File: src/rtl/gf2_poly_div_465by233_if.sv
// Handshake and operand/result bundle for the 465-by-233 GF(2) polynomial divider.
// The master side issues start with operands; the slave side returns busy/done and results.
interface gf2_poly_div_465by233_if;
    logic         start;
    logic [464:0] dividend;
    logic [232:0] divisor;
    logic         busy;
    logic         done;
    logic [464:0] quotient;
    logic [232:0] remainder;
    logic         div_by_zero;

    modport master (
        output start, dividend, divisor,
        input  busy, done, quotient, remainder, div_by_zero
    );

    modport slave (
        input  start, dividend, divisor,
        output busy, done, quotient, remainder, div_by_zero
    );
endinterface

File: src/rtl/gf2_poly_div_465by233.sv
// Sequential GF(2) long divider: 465-bit dividend by 233-bit divisor, one quotient bit per cycle.
// Macro GF2DIV_QUOTIENT_EN keeps the quotient register; without it the build is reduction-only.
module gf2_poly_div_465by233 (
    input  logic                      clk,
    input  logic                      rst,
    gf2_poly_div_465by233_if.slave    bus
);
    typedef enum logic [2:0] {
        S_IDLE,
        S_NORM,
        S_DIV,
        S_DENORM,
        S_DONE
    } state_t;

    state_t       state_q, state_d;
    logic [464:0] w_q, w_d;
    logic [232:0] d_q, d_d;
    logic [7:0]   k_q, k_d;
    logic [8:0]   cnt_q, cnt_d;
    logic [232:0] r_q, r_d;
    logic         busy_q, busy_d;
    logic         done_q, done_d;
    logic         dbz_q, dbz_d;
`ifdef GF2DIV_QUOTIENT_EN
    logic [464:0] quot_q, quot_d;
`endif

    logic [464:0] w_step;
    logic [464:0] w_shift;

    // Subtract (XOR) the normalised divisor whenever the top coefficient is set, then advance.
    always_comb begin
        w_step  = w_q[464] ? (w_q ^ {d_q, 232'b0}) : w_q;
        w_shift = w_step << 1;
    end

    always_comb begin
        state_d = state_q;
        w_d     = w_q;
        d_d     = d_q;
        k_d     = k_q;
        cnt_d   = cnt_q;
        r_d     = r_q;
        busy_d  = busy_q;
        done_d  = 1'b0;
        dbz_d   = dbz_q;
`ifdef GF2DIV_QUOTIENT_EN
        quot_d  = quot_q;
`endif
        case (state_q)
            S_IDLE: begin
                if (bus.start) begin
                    w_d   = bus.dividend;
                    d_d   = bus.divisor;
                    k_d   = 8'd0;
                    cnt_d = 9'd0;
                    r_d   = '0;
                    dbz_d = 1'b0;
`ifdef GF2DIV_QUOTIENT_EN
                    quot_d = '0;
`endif
                    if (bus.divisor == '0) begin
                        state_d = S_DONE;
                        done_d  = 1'b1;
                        dbz_d   = 1'b1;
                    end else begin
                        state_d = S_NORM;
                        busy_d  = 1'b1;
                    end
                end
            end
            S_NORM: begin
                if (d_q[232]) begin
                    state_d = S_DIV;
                    cnt_d   = 9'd233 + {1'b0, k_q};
                end else begin
                    d_d = d_q << 1;
                    k_d = k_q + 8'd1;
                end
            end
            S_DIV: begin
                w_d = w_shift;
`ifdef GF2DIV_QUOTIENT_EN
                quot_d = {quot_q[463:0], w_q[464]};
`endif
                if (cnt_q == 9'd1) begin
                    // Remainder now sits at W[464:233+k]; DENORM slides it down by k+1.
                    state_d = S_DENORM;
                    cnt_d   = {1'b0, k_q};
                    r_d     = w_shift[464:232];
                end else begin
                    cnt_d = cnt_q - 9'd1;
                end
            end
            S_DENORM: begin
                r_d = r_q >> 1;
                if (cnt_q == 9'd0) begin
                    state_d = S_DONE;
                    busy_d  = 1'b0;
                    done_d  = 1'b1;
                end else begin
                    cnt_d = cnt_q - 9'd1;
                end
            end
            S_DONE: begin
                state_d = S_IDLE;
            end
            default: begin
                state_d = S_IDLE;
                busy_d  = 1'b0;
            end
        endcase
    end

    always_ff @(posedge clk) begin
        if (rst) begin
            state_q <= S_IDLE;
            w_q     <= '0;
            d_q     <= '0;
            k_q     <= '0;
            cnt_q   <= '0;
            r_q     <= '0;
            busy_q  <= 1'b0;
            done_q  <= 1'b0;
            dbz_q   <= 1'b0;
`ifdef GF2DIV_QUOTIENT_EN
            quot_q  <= '0;
`endif
        end else begin
            state_q <= state_d;
            w_q     <= w_d;
            d_q     <= d_d;
            k_q     <= k_d;
            cnt_q   <= cnt_d;
            r_q     <= r_d;
            busy_q  <= busy_d;
            done_q  <= done_d;
            dbz_q   <= dbz_d;
`ifdef GF2DIV_QUOTIENT_EN
            quot_q  <= quot_d;
`endif
        end
    end

    assign bus.busy        = busy_q;
    assign bus.done        = done_q;
    assign bus.remainder   = r_q;
    assign bus.div_by_zero = dbz_q;
`ifdef GF2DIV_QUOTIENT_EN
    assign bus.quotient    = quot_q;
`else
    assign bus.quotient    = '0;
`endif

endmodule
File: src/flat_wrapper.sv
// flat-port wrapper written by rule: the top's interface ports become plain ports
module gf2_poly_div_465by233_flat 
  (clk, rst, bus_start, bus_dividend, bus_divisor, bus_busy, bus_done, bus_quotient, bus_remainder, bus_div_by_zero);
  gf2_poly_div_465by233_if bus_i ();
  input  logic clk;
  input  logic rst;
  input wire logic [$bits(bus_i.start)-1:0] bus_start;
  input wire logic [$bits(bus_i.dividend)-1:0] bus_dividend;
  input wire logic [$bits(bus_i.divisor)-1:0] bus_divisor;
  output wire logic [$bits(bus_i.busy)-1:0] bus_busy;
  output wire logic [$bits(bus_i.done)-1:0] bus_done;
  output wire logic [$bits(bus_i.quotient)-1:0] bus_quotient;
  output wire logic [$bits(bus_i.remainder)-1:0] bus_remainder;
  output wire logic [$bits(bus_i.div_by_zero)-1:0] bus_div_by_zero;
  assign bus_i.start = bus_start;
  assign bus_i.dividend = bus_dividend;
  assign bus_i.divisor = bus_divisor;
  assign bus_busy = bus_i.busy;
  assign bus_done = bus_i.done;
  assign bus_quotient = bus_i.quotient;
  assign bus_remainder = bus_i.remainder;
  assign bus_div_by_zero = bus_i.div_by_zero;
  gf2_poly_div_465by233 u_core (.clk(clk), .rst(rst), .bus(bus_i));
endmodule
File: config.mk
export PLATFORM = sky130hd
export DESIGN_NAME = gf2_poly_div_465by233_flat
export DESIGN_NICKNAME = d
export VERILOG_FILES = /design/src/rtl/gf2_poly_div_465by233_if.sv /design/src/rtl/gf2_poly_div_465by233.sv /design/src/flat_wrapper.sv
export SDC_FILE = /design/constraint.sdc
export NUM_CORES = 2
export LEC_CHECK = 0
export ABC_AREA = 0
export CORE_AREA = 2 2 553 555
export CTS_CLUSTER_SIZE = 30
export DETAILED_ROUTE_END_ITERATION = 16
export DIE_AREA = 0 0 555 557
export SETUP_SLACK_MARGIN = 0.05
export SLEW_MARGIN = 20
export SYNTH_ARGS = -nofsm -noshare
export SYNTH_HDL_FRONTEND = slang
export SYNTH_SLANG_ARGS = --single-unit
File: constraint.sdc
create_clock -name clk -period 2.46 [get_ports clk]
set_clock_uncertainty 0.2 [all_clocks]
set_input_delay 0.492 -clock clk [delete_from_list [all_inputs] [get_ports clk]]
set_output_delay 0.492 -clock clk [all_outputs]
set_load 0.01 [all_outputs]
==> reports/results.txt <==
Fin Hold WS - 0.05560 ns
overall power - 45.62 mW
total placed instance area - 62,860 µm²
Post-Syn Area per Cell - 7.676 µm²
commonest non-fill, non-tap cell in the layout - nor2_1
GRT Total Usage - 14.30%
Initial DRC Count - 4,322
routed length on met3 - 19,520 µm
metal1 wirelength - 99,040 µm
dpl cells - 11,080
Worst Path Arrival - 3.20 ns
routability cong. - 0.9079
origin of the worst min-delay path - bus_divisor[127]
width of the die - 555 µm
PwrDens - 659.6 nW/µm²
PortBufs - 936
Tmin final - 2.663 ns
CTS Buf Count - 120
number of synthesized flops with an enable pin - 0
row count - 203
HPWL Detailed - 181,600 µm
DRT Wirelength - 234,500 µm
Switching Share - 31.00%
routed len/inst - 20.39 µm
outcome - finished, violations left
Die Y - 557 µm
DR pass1 iterations - 7
worst reg2reg path depth - 8
CTS Sinks - 954
CTS Root Cell - clkbuf_16
DP Worst Slack - -2.162 ns
final worst-path cycle share - 108.2%
final setup violation count - 5
layout filler cell count - 33,570
Ports - 1,402
core footprint - 304,000 µm²
Synth Flop Type - dfxtp_1
failing checks - negative setup slack
setup slack, reg-to-reg - 0.04 ns
first-pass GRT wire length - 324,900 µm
Hold Crit Depth - 4
CP required - 2.99 ns
Mapped Cells - 6,107
Max Clk Rate - 0.3756 GHz
clock tree buffer depth - 4
Critical R2R Capture - u_core.bus.remainder[92]$_SDFFE_PP0P_
antenna violations before repair - 55
Reg-to-Reg Start - u_core.cnt_q[1]$_SDFFE_PP0P_
Comb power frac - 21.1%
final hold vios - 0
RSZ-0062 raised after global routing - true
H-tree levels - 3
yosys warns - 0
global-route congestion overflow total - 0
most frequent cells in the layout - nor2_1 (1,348), dfxtp_1 (939), nand2_1 (738)
mux contribution to synthesized area - 0.02135%
Post-Layout Cell Count - 11,500
min-delay worst type - input pin to flop
Skew-Pair Late Insertion Delay - 0.84 ns
XOR/XNOR Fraction of Synth Area - 4.484%
Clk pin slew, worst setup/hold paths - 0.06 ns
layout cells sized above 1 - 12.53%
Post-Synth Adder-Cell Area - 0.08007%
Worst Setup SP - bus_divisor[129]
library cells used by synthesis - 62
ordered list of cells on the worst path - clkdlybuf4s50_1 -> nor4_1 -> nand4_1 -> buf_4 -> nor4_4 -> nand4_1 -> buf_4 -> o31a_1
LEAKAGE - 26.60 nW
CP max FO - 4
Design Area, Final - 69,160 µm²
Max VDD drop - 0.0006123 V
sequential cell area - 19,120 µm²
Critical Path Max Stage Delay - 0.67 ns
post-synthesis simple-gate area fraction - 21.25%
nature of the critical path startpoint - input pin
hold endpoint - u_core.d_q[127]$_SDFFE_PP0P_
Clock power frac - 39.8%
Synth Area in Compound Gates - 21.30%
Routed Antenna Nets - 0
sequential power share - 39.1%
vias per inst - 4.201
Initial Util - 15.42%
sequential share of the synthesized area - 40.74%
met2 WL - 105,200 µm
Slew headroom - 25.24%
largest net degree at the start of global routing - 105
max-cap violations - 0
NetSw - 14.14 mW
Final Max Tran Viols - 0
die area - 309,100 µm²
vias in the first global route - 45,050
area of the multi-input gates - 24,530 µm²
number of vias in the routed layout - 48,330
CP Capture Type - flop
synthesis-stage register bit count - 954
async set or reset register ratio after synthesis - 0%
TritonCTS clock tree - yes
fin nets - 8,094
CP max-delay cell - nand4_1
Least-Margin Pin Slew - 1.111 ns
top sig layer - met5
Layout Area Growth over Synthesis - 47.54%
Internal - 31.48 mW
largest family of logic cells by synthesized area - compound AO/OA/AOI/OAI gates
Mapped Area - 46,880 µm²
DRC - 0
final worst slack - -0.2025 ns
critical path class - input pin to flop
## power groups by stage
stage	Clock [mW]	Combinational (mW)	Sequential, mW
after floorplan	0	5.40	17.8
after global placement	0	9.08	18.1
after detailed placement	0	9.12	18.1
after CTS	18.7	9.56	17.8
after global routing	19.2	10.5	18.0
final	18.2	9.62	17.8
## sequential cells by signal (all words and copies together), names as in the netlist
| signal | count |
|---|---|
| u_core.w_q | 465 |
| u_core.bus.busy | 1 |
| u_core.k_q | 8 |
| u_core.bus.div_by_zero | 1 |
| u_core.bus.done | 1 |
| u_core.bus.remainder | 233 |
| u_core.cnt_q | 9 |
| u_core.state_q | 3 |
| u_core.d_q | 233 |
## layer usage
metal  vias up  global-route usage [%]
met5         -                       0
li1      22900                       -
met2      2084                   22.79
met1     22960                   18.08
met4        16                   6.165
met3       375                   3.773
## area by class of cell
class	count	share of cell area, %
Inverter	7	0.03799
Timing Repair Buffer	1687	23.83
Antenna cell	26	0.09407
Clock buffer	166	4.884
Tap cell	3997	7.231
Clock inverter	47	0.8014
Multi-Input combinational cell	4620	35.47
Sequential cell	954	27.65
## how the worst max path moves through the flow
| stage | to | slack, ns | cells past startpoint |
|---|---|---|---|
| finish | u_core.state_q[0]$_SDFFE_PP0P_ | -0.20 | 8 |
| global placement | u_core.state_q[0]$_SDFFE_PP0P_ | -2.64 | 8 |
| global route | u_core.state_q[0]$_SDFFE_PP0P_ | -0.18 | 8 |
| detailed placement | u_core.state_q[0]$_SDFFE_PP0P_ | -2.16 | 8 |
| CTS | u_core.state_q[0]$_SDFFE_PP0P_ | -0.35 | 8 |
| floorplan | u_core.bus.remainder[142]$_SDFFE_PP0P_ | 0.30 | 9 |
## repair_timing
action,in CTS,in global routing
setup buffers,12,5
cloned,7,6
endpoints found under the setup margin,357,138
gates resized for setup,409,109
pin swaps,14,16
hold buffers,159,1
endpoints found under the hold margin,190,1
## logic make-up (layout without fill, tap and decap cells)
group	Yosys count	after routing
mux	1	1
other cells	1	491
buf+inv	997	1907
fa+ha+maj	3	3
simple gates	2420	2420
flops	954	954
compound gates	1491	1491
xor+xnor	240	240
## critical path, delay by kind of cell
family	cells	cell delay, ns
buffers and inverters	3	1.00
AOI/OAI and AO/OA	1	0.22
and+or+nand+nor	4	1.47
## Yosys cell counts (9+ instances only)
cell / number / area (µm²)
nor2_1: 1351 / 5071
dfxtp_1: 954 / 19100
nand2_1: 738 / 2770
a21oi_1: 711 / 3558
buf_4: 469 / 3521
clkbuf_1: 343 / 1287
nor4_1: 264 / 1652
xor2_1: 237 / 2076
a211oi_1: 233 / 1749
a311oi_1: 233 / 2041
o2bb2ai_1: 231 / 2023
buf_2: 133 / 665.6
buf_1: 44 / 165.2
a22oi_1: 34 / 255.2
nand4_1: 19 / 118.9
nor3_1: 10 / 50.05
o21ai_0: 9 / 45.04
## stage by stage
| step | util, % | setup TNS (ns) |
|---|---|---|
| floorplan | - | 0 |
| global placement | 20.66 | -48.78 |
| detailed placement | 20.68 | -60.58 |
| CTS | 22.57 | -1.516 |
| global route | 22.74 | -0.6309 |
| finish | 22.75 | -0.7659 |
(Power assumes the default switching activity.)
